**config.mk**
```make
export PLATFORM = sky130hd
export DESIGN_NAME = switch_config_sequencer_flat
export DESIGN_NICKNAME = d
export VERILOG_FILES = /design/src/rtl/switch_config_sequencer_if.sv /design/src/rtl/switch_config_sequencer.sv /design/src/flat_wrapper.sv
export SDC_FILE = /design/constraint.sdc
export NUM_CORES = 1
export LEC_CHECK = 0
export BUFFER_PORTS_ARGS = -buffer_cell sky130_fd_sc_hd__buf_4
export CORE_ASPECT_RATIO = 1.5
export CORE_MARGIN = 1.5
export CORE_UTILIZATION = 30
export CTS_CLUSTER_SIZE = 24
export DETAILED_ROUTE_END_ITERATION = 6
export SYNTH_ARGS = -nofsm -noshare
export SYNTH_HDL_FRONTEND = slang
export SYNTH_SLANG_ARGS = --single-unit
```
**constraint.sdc**
```tcl
create_clock -name i_clk -period 3.9 [get_ports i_clk]
set_input_delay 1.17 -clock i_clk [delete_from_list [all_inputs] [get_ports i_clk]]
set_output_delay 1.17 -clock i_clk [all_outputs]
set_load 0.01 [all_outputs]
```
**src/rtl/switch_config_sequencer_if.sv**
```systemverilog
// Command and switch-interface bus of the switch configuration sequencer.
// slave = the sequencer itself, master = whoever feeds commands and
// models the six downstream switch interfaces.
interface switch_config_sequencer_if;
    logic        cmd_valid;
    logic        cmd_ready;
    logic [11:0] cmd_data;
    logic [5:0]  sw_en;
    logic        sw_rst;
    logic [3:0]  sw_x;
    logic [2:0]  sw_y;
    logic        sw_on;
    logic [5:0]  sw_rdy;

    modport slave (
        input  cmd_valid, cmd_data, sw_rdy,
        output cmd_ready, sw_en, sw_rst, sw_x, sw_y, sw_on
    );

    modport master (
        output cmd_valid, cmd_data, sw_rdy,
        input  cmd_ready, sw_en, sw_rst, sw_x, sw_y, sw_on
    );
endinterface

```
**src/rtl/switch_config_sequencer.sv**
```systemverilog
// Switch configuration sequencer: queues 12-bit commands in an 8-deep FIFO
// and plays them out one at a time to six crosspoint switch interfaces,
// either as a single enable pulse with address/data or as a shared reset.
// Command word: [11] clear-all, [10:8] sw_id, [7:4] x, [3:1] y, [0] on.
module switch_config_sequencer (
    input  logic                            i_clk,
    input  logic                            i_rst,
    switch_config_sequencer_if.slave        bus,
    input  logic                            i_err_clr,
    output logic                            o_busy,
    output logic [3:0]                      o_fifo_count,
    output logic                            o_err
);
    typedef enum logic [2:0] {
        S_IDLE, S_ISSUE, S_WAIT_ACK, S_WAIT_DONE, S_CLEAR, S_CLR_WAIT
    } state_t;

    state_t      r_state, w_next;

    logic [11:0] r_mem [8];
    logic [2:0]  r_wptr, r_rptr;
    logic [3:0]  r_count;
    logic [2:0]  r_id;
    logic [3:0]  r_x;
    logic [2:0]  r_y;
    logic        r_on;
    logic [7:0]  r_tmo;
    logic        r_err;

    logic        w_ready, w_push, w_pop, w_err_set, w_tmo_clr, w_tmo_hit;
    logic [11:0] w_head;
    logic [5:0]  w_id_oh;
    logic        w_rdy_sel;
    logic        w_waiting;

    assign w_ready   = (r_count < 4'd8);
    assign w_push    = bus.cmd_valid && w_ready;
    assign w_head    = r_mem[r_rptr];
    assign w_id_oh   = 6'b000001 << r_id;
    assign w_rdy_sel = |(bus.sw_rdy & w_id_oh);
    assign w_tmo_hit = (r_tmo == 8'd255);
    assign w_waiting = (r_state == S_WAIT_ACK) || (r_state == S_WAIT_DONE) ||
                       (r_state == S_CLR_WAIT);

    // FIFO storage; contents need no reset because the count gates reads
    always_ff @(posedge i_clk) begin
        if (w_push)
            r_mem[r_wptr] <= bus.cmd_data;
    end

    // FIFO pointers and occupancy; a simultaneous push and pop cancel out
    always_ff @(posedge i_clk) begin
        if (i_rst) begin
            r_wptr  <= '0;
            r_rptr  <= '0;
            r_count <= '0;
        end else begin
            if (w_push) r_wptr <= r_wptr + 3'd1;
            if (w_pop)  r_rptr <= r_rptr + 3'd1;
            case ({w_push, w_pop})
                2'b10:   r_count <= r_count + 4'd1;
                2'b01:   r_count <= r_count - 4'd1;
                default: r_count <= r_count;
            endcase
        end
    end

    // State register
    always_ff @(posedge i_clk) begin
        if (i_rst) r_state <= S_IDLE;
        else       r_state <= w_next;
    end

    // Next-state logic plus pop / error / timeout-clear strobes
    always_comb begin
        w_next    = r_state;
        w_pop     = 1'b0;
        w_err_set = 1'b0;
        w_tmo_clr = 1'b0;
        case (r_state)
            S_IDLE: begin
                if (r_count != 4'd0) begin
                    w_pop = 1'b1;
                    if (w_head[11])              w_next = S_CLEAR;
                    else if (w_head[10:8] <= 3'd5) w_next = S_ISSUE;
                    else                         w_err_set = 1'b1;
                end
            end
            S_ISSUE: begin
                w_next    = S_WAIT_ACK;
                w_tmo_clr = 1'b1;
            end
            S_WAIT_ACK: begin
                if (!w_rdy_sel) begin
                    w_next    = S_WAIT_DONE;
                    w_tmo_clr = 1'b1;
                end else if (w_tmo_hit) begin
                    w_err_set = 1'b1;
                    w_next    = S_IDLE;
                end
            end
            S_WAIT_DONE: begin
                if (w_rdy_sel) begin
                    w_next = S_IDLE;
                end else if (w_tmo_hit) begin
                    w_err_set = 1'b1;
                    w_next    = S_IDLE;
                end
            end
            S_CLEAR: begin
                w_next    = S_CLR_WAIT;
                w_tmo_clr = 1'b1;
            end
            S_CLR_WAIT: begin
                // r_tmo != 0 means this is at least the second cycle after CLEAR
                if ((&bus.sw_rdy) && (r_tmo != 8'd0)) begin
                    w_next = S_IDLE;
                end else if (w_tmo_hit) begin
                    w_err_set = 1'b1;
                    w_next    = S_IDLE;
                end
            end
            default: w_next = S_IDLE;
        endcase
    end

    // Latch the popped command; held until the next pop
    always_ff @(posedge i_clk) begin
        if (i_rst) begin
            r_id <= '0;
            r_x  <= '0;
            r_y  <= '0;
            r_on <= 1'b0;
        end else if (w_pop) begin
            r_id <= w_head[10:8];
            r_x  <= w_head[7:4];
            r_y  <= w_head[3:1];
            r_on <= w_head[0];
        end
    end

    // Timeout counter: zero on entry to a wait state, counts while waiting
    always_ff @(posedge i_clk) begin
        if (i_rst || w_tmo_clr) r_tmo <= '0;
        else if (w_waiting)     r_tmo <= r_tmo + 8'd1;
    end

    // Sticky error; a new error wins over a same-cycle clear
    always_ff @(posedge i_clk) begin
        if (i_rst) r_err <= 1'b0;
        else       r_err <= (r_err & ~i_err_clr) | w_err_set;
    end

    assign bus.cmd_ready = w_ready;
    assign bus.sw_en     = (r_state == S_ISSUE) ? w_id_oh : 6'b000000;
    assign bus.sw_rst    = (r_state == S_CLEAR);
    assign bus.sw_x      = r_x;
    assign bus.sw_y      = r_y;
    assign bus.sw_on     = r_on;
    assign o_busy        = (r_state != S_IDLE) || (r_count != 4'd0);
    assign o_fifo_count  = r_count;
    assign o_err         = r_err;
endmodule

```
**src/flat_wrapper.sv**
```systemverilog
// flat-port wrapper written by rule: the top's interface ports become plain ports
module switch_config_sequencer_flat 
  (i_clk, i_rst, i_err_clr, o_busy, o_fifo_count, o_err, bus_cmd_valid, bus_cmd_data, bus_sw_rdy, bus_cmd_ready, bus_sw_en, bus_sw_rst, bus_sw_x, bus_sw_y, bus_sw_on);
  switch_config_sequencer_if bus_i ();
  input  logic i_clk;
  input  logic i_rst;
  input  logic i_err_clr;
  output logic o_busy;
  output logic [3:0] o_fifo_count;
  output logic o_err;
  input wire logic [$bits(bus_i.cmd_valid)-1:0] bus_cmd_valid;
  input wire logic [$bits(bus_i.cmd_data)-1:0] bus_cmd_data;
  input wire logic [$bits(bus_i.sw_rdy)-1:0] bus_sw_rdy;
  output wire logic [$bits(bus_i.cmd_ready)-1:0] bus_cmd_ready;
  output wire logic [$bits(bus_i.sw_en)-1:0] bus_sw_en;
  output wire logic [$bits(bus_i.sw_rst)-1:0] bus_sw_rst;
  output wire logic [$bits(bus_i.sw_x)-1:0] bus_sw_x;
  output wire logic [$bits(bus_i.sw_y)-1:0] bus_sw_y;
  output wire logic [$bits(bus_i.sw_on)-1:0] bus_sw_on;
  assign bus_i.cmd_valid = bus_cmd_valid;
  assign bus_i.cmd_data = bus_cmd_data;
  assign bus_i.sw_rdy = bus_sw_rdy;
  assign bus_cmd_ready = bus_i.cmd_ready;
  assign bus_sw_en = bus_i.sw_en;
  assign bus_sw_rst = bus_i.sw_rst;
  assign bus_sw_x = bus_i.sw_x;
  assign bus_sw_y = bus_i.sw_y;
  assign bus_sw_on = bus_i.sw_on;
  switch_config_sequencer u_core (.i_clk(i_clk), .i_rst(i_rst), .bus(bus_i), .i_err_clr(i_err_clr), .o_busy(o_busy), .o_fifo_count(o_fifo_count), .o_err(o_err));
endmodule
```
==> After elaboration in Yosys (flattened, before gate mapping) <==
Memory sizes are Yosys's and may differ from the RTL's. A register that Yosys moved wholly into a read port is not among the register bits.
Index checks and enable logic that the tools add are counted.
{ "word_totals": {"regBits": 33, "ramBits": 96, "input_bits": 22, "output_inout_bits": 22, "word_cells": 74, "n_memories": 1} }
{ "mem_list": {"columns": ["memory", "words", "width", "rd", "rd_clocked_by_memory_dff", "wr", "line_no", "text"], "rows": [
  ["u_core.r_mem", 8, 12, 1, 1, 1, "switch_config_sequencer.sv:20", "logic [11:0] r_mem [8];"]
]} }
{ "classes": {"add_sub_neg": 5, "n_lt_le_gt_ge": 2, "eq_ne": 10, "shifts": 1, "mux": 26, "bitwise_logic": 4, "reduce_logical": 15} }
{ "ops": {"columns": ["op", "count"], "rows": [
  ["two-way mux 3 bit", 9],
  ["case mux 3 bit (6 select lines)", 1],
  ["two-way mux 1 bit", 12],
  ["adder 8 x 1 -> 8 bit, second input constant", 1],
  ["== test 8 bit, second input constant", 1],
  ["case mux 4 bit (2 select lines)", 1],
  ["nonzero test 8 bit", 1],
  ["adder 3 x 1 -> 3 bit, second input constant", 2],
  ["AND 6 bit", 1],
  ["== test 3 x 2 -> 1 bit, second input constant", 2],
  ["== test 3 bit, second input constant", 2],
  ["two-way mux 6 bit", 1],
  ["AND reduction 6 bit", 1],
  ["OR reduction 6 bit", 1],
  ["left shift 1 x 3 -> 6 bit, first input constant", 1],
  ["adder 4 x 1 -> 4 bit, second input constant", 1],
  ["logical OR 1 bit", 4],
  ["less-than comparator 4 bit, second input constant", 1],
  ["case mux 1 bit (4 select lines)", 1],
  ["nonzero test 4 bit", 1],
  ["subtractor 4 x 1 -> 4 bit, second input constant", 1],
  ["== test 3 x 1 -> 1 bit, second input constant", 1],
  ["<= comparator 3 bit, second input constant", 1],
  ["zero test 3 bit", 1],
  ["other kinds (13)", 14]
]} }

==> Depth between registers and ports, before layout <==
{ "depth": {"depth_word": 6, "ltp_mapped": 12, "mapped_depth_nobuf": 9} }

==> Least setup slack after synthesis <==
Ideal clock, no wire load.
{ "synth_timing": {"path_type": "in2reg", "startpoint": "input bus_cmd_valid", "endpoint": "memory u_core.r_mem[2][0] (enable)", "setup_time_ns": 0.399, "arrival_time_ns": 2.561, "required_ns": 3.501, "setup_slack_ns": 0.940, "cell_stages": 3, "path_buffers": 0, "cell_sequence": "nor2b_1 > nand2b_1 > nor3b_1"} }
{ "synth_between": {"elab_chain_cells": 3} }
{ "synth_lines": {"columns": ["element", "line_no", "text"], "rows": [
  ["from (decl)", "flat_wrapper.sv:11", "input wire logic [$bits(bus_i.cmd_valid)-1:0] bus_cmd_valid;"],
  ["logical AND 1 bit", "switch_config_sequencer.sv:37", "assign w_push = bus.cmd_valid && w_ready;"],
  ["two-way mux 1 bit", "switch_config_sequencer.sv:47", "if (w_push)"],
  ["two-way mux 1 bit (implied by the code)", "switch_config_sequencer.sv:48", "r_mem[r_wptr] <= bus.cmd_data;"],
  ["to (decl)", "switch_config_sequencer.sv:20", null]
]} }
No other way between the ends.

==> Worst setup path after layout <==
{ "layout_timing": {"startpoint": "register u_core.r_state[0]", "endpoint": "output bus_sw_en[5]"} }
{ "layout_between": {"elab_chain_cells": 2} }
{ "layout_lines": {"columns": ["element", "line_no", "text"], "rows": [
  ["from (decl)", "switch_config_sequencer.sv:18", "state_t r_state, w_next;"],
  ["from (signal assigned)", "switch_config_sequencer.sv:71", "else r_state <= w_next;"],
  ["== test 3 x 1 -> 1 bit", "switch_config_sequencer.sv:155", "assign bus.sw_en = (r_state == S_ISSUE) ? w_id_oh : 6'b000000;"],
  ["two-way mux 6 bit", "switch_config_sequencer.sv:155", null],
  ["to (decl)", "flat_wrapper.sv:15", "output wire logic [$bits(bus_i.sw_en)-1:0] bus_sw_en;"]
]} }
No other way between the ends.

==> reports/results.tsv <==
stage	metric	value	unit
route	TritonRoute pass-1 iters	6	
yosys	syn nets	382	
min_path	Hold Crit Start	u_core.bus.sw_x[1]	
clock_tree	CTS Hold Bufs	0	
global_routing	vias in the first global route	3300	
clock_tree	Clock Tree Root	clkbuf_16	
timing	TNS Setup	0	ns
job	# Max-Cap Violations	0	
die	I/O pin count	44	
yosys	number of enable flip-flop cells after synthesis	96	
critical_path	Reg2Reg Setup Slack	1.10	ns
route	top sig layer	met4	
critical_path	Reg2Reg Depth	10	
critical_path	crit path kind	register to primary output	
global_routing	Tot GR Track Use	11.63	%
timing	Final Critical Period	2.836	ns
route	drt total wl	10140	um
route	via/cell ratio	4.850	
route	drt wl/cell	15.96	um
timing	Final Skew	0.006787	ns
placement	I/O Buffers	43	
route	1st-iter DRT viols	220	
clock_tree	Clock transition at path regs	0.06	ns
die	Cell Rows	59	
route	via count	3080	
clock_tree	CTS Buffer Depth	2	
critical_path	Crit. End Element	primary output	
route	DRT antenna net count	0	
placement	dpl hpwl	6872	um
yosys	Synth cell types	38	
yosys	Cells after Synth	352	
timing	slew margin rel.	39.22	%
layout	share of cells above drive strength 1	27.49	%
power_and_ir_drop	Max IR drop VDD	0.3766	mV
yosys	async set-reset flop share out of synthesis	0	%
die	die width	112.3	um
clock_tree	CTS buffer count	17	
clock_tree	CTS tree	built	
timing	post-route clock period utilization	72.72	%
layout	design area	0.006585	mm^2
timing	Max Slew Vio Count	0	
critical_path	crit path DAT	1.67	ns
layout	Final Non-Filler Cells	635	
min_path	hold path depth	2	
yosys	sequential fraction of the synthesis area	67.07	%
yosys	Main synth FF type	edfxtp_1	
die	DIE AREA	0.01874	mm^2
power_and_ir_drop	leak pwr	2.270	nW
layout	Antenna Cells	0	
global_routing	total gr overflow	0	
yosys	synth warn	0	
global_routing	global-route wire length before repair	16630	um
global_routing	initial antenna violation count	0	
timing	final setup fails	0	
outcome	status	finished with violations	
global_routing	largest net degree at the start of global routing	27	
route	met3 WL post-DR	453	um
die	Die Y	166.9	um
critical_path	r2r endpoint	u_core.o_fifo_count[3]	
route	detailed-route DRC error count	4	
yosys	synthesized cell area	0.005373	mm^2
clock_tree	post-CTS setup buffers	0	
placement	pre-CTS setup slack	0.7341	ns
placement	routability cong.	0.7876	
timing	Tightest Pin Transition	0.9105	ns
min_path	Min-Delay Path Class	register to register	
timing	Setup WS post-layout	1.064	ns
timing	Fin. Hold Viols	0	
min_path	Hold EP	u_core.bus.sw_x[1]	
critical_path	maximum fanout along the worst path	9	
clock_tree	worst skew pair latency	0.41	ns
yosys	synthesized area per cell	15.26	um^2
clock_tree	H-tree levels	4	
yosys	flops & latches, synth	132	
power_and_ir_drop	pwr/cell area	702.2	mW/mm^2
layout	area grow syn2layout	22.57	%
placement	dpl cells	603	
placement	placement-stage cell area	0.005987	mm^2
clock_tree	clk sinks	132	
die	Initial Util	30.84	%
die	core area	0.01742	mm^2
layout	Final nets	439	
critical_path	Critical Path Start Type	register	
clock_tree	CTS resizes	0	
outcome	failing checks	DRC	
route	routed wl met2	5361	um
timing	RSZ-0062 raised after global routing	false	
critical_path	critical path required time	2.73	ns
critical_path	reg2reg start	u_core.o_fifo_count[3]	
route	Met1 Wirelength	4118	um
timing	Fmax achieved	352.6	MHz
## metal layers
metal	vias to the layer above	GRT usage, %
li1	1454	-
met1	1540	12.62
met2	70	20.70
met3	16	3.967
met4	0	4.623
met5	-	0
## worst max path at each step
stage,start,to,slack [ns],cells past startpoint
2_1_floorplan,bus_cmd_valid,u_core.r_mem[2][0],0.94,3
3_3_place_gp,bus_cmd_valid,u_core.o_fifo_count[3],0.84,10
3_5_place_dp,bus_cmd_valid,u_core.o_fifo_count[3],0.73,10
4_1_cts,u_core.o_fifo_count[3],o_busy,1.02,3
5_1_grt,u_core.o_fifo_count[3],u_core.o_fifo_count[3],0.89,10
6_report,u_core.r_state[0],bus_sw_en[5],1.06,4
## flip-flops by register name (all words and copies together) (netlist names), named ones only
name                 flops
u_core.o_fifo_count      4
u_core.r_mem            96
u_core.r_tmo             8
u_core.r_rptr            3
u_core.r_id              3
u_core.bus.sw_on         1
u_core.o_err             1
u_core.bus.sw_y          3
u_core.r_wptr            3
u_core.r_state           3
u_core.bus.sw_x          4
## stage by stage
stage,hold WS [ns],power [mW],utilization [%]
finish,0.5013,4.624,37.80
global route,0.5280,4.873,37.80
CTS,0.5018,4.676,37.80
detailed placement,0.4938,3.102,34.37
global placement,0.4778,3.065,34.37
floorplan,0.4618,2.697,-
## cells by family (layout without fill, tap and decap cells)
logic type | Yosys count | after routing | synth area share (%)
compound gates | 34 | 34 | 4.099
mux | 41 | 41 | 13.81
fa+ha+maj | 8 | 8 | 2.003
xor+xnor | 13 | 13 | 2.119
simple gates | 95 | 95 | 8.500
flops | 132 | 132 | 67.07
buf+inv | 29 | 99 | 2.399
## cells in the final DEF (no fill, tap or decap), drive strengths merged, types with 4 or more instances in the layout
master / instances
mux2i: 13
edfxtp: 96
and3: 4
inv: 17
xnor2: 5
buf: 54
dfxtp: 36
clkinv: 6
a21oi: 9
mux4: 25
nand4: 5
nor3b: 4
a31oi: 5
nor2: 43
nor2b: 4
ha: 7
nor3: 7
o21ai: 5
clkbuf: 17
a211oi: 11
xor2: 8
nand2: 14
## area by class of cell
class / count / area, um^2
Clock inverter: 15 / 172.7
Fill cell: 1627 / 10840
Sequential cell: 132 / 3603
Timing Repair Buffer: 54 / 405.4
Inverter: 13 / 48.80
Tap cell: 213 / 266.5
Clock buffer: 17 / 425.4
Multi-Input combinational cell: 191 / 1663
## Yosys cell counts, drive strengths merged (7+ instances only)
cell type,n,area [um^2]
a211oi,11,82.58
a21oi,9,45.04
buf,8,48.80
clkbuf,8,31.28
dfxtp,36,720.7
edfxtp,96,2883
ha,7,87.58
inv,13,48.80
mux2i,13,130.1
mux4,25,578.1
nand2,14,52.55
nor2,43,161.4
nor3,7,35.03
xor2,8,70.07
## power breakdown
group	total [mW]	switching (mW)	internal (mW)
logic	1.21	0.643	0.570
registers	1.84	0.161	1.68
clock network	1.57	0.612	0.955
total	4.62	1.42	3.21
## worst max-delay path: stages, from the launching register on
cell and delay [ns]:
dfxtp_1 0.47, inv_1 0.11, nor3_1 0.31, and4_1 0.24
buf_4 0.12
Power figures use the tool's default switching activity.
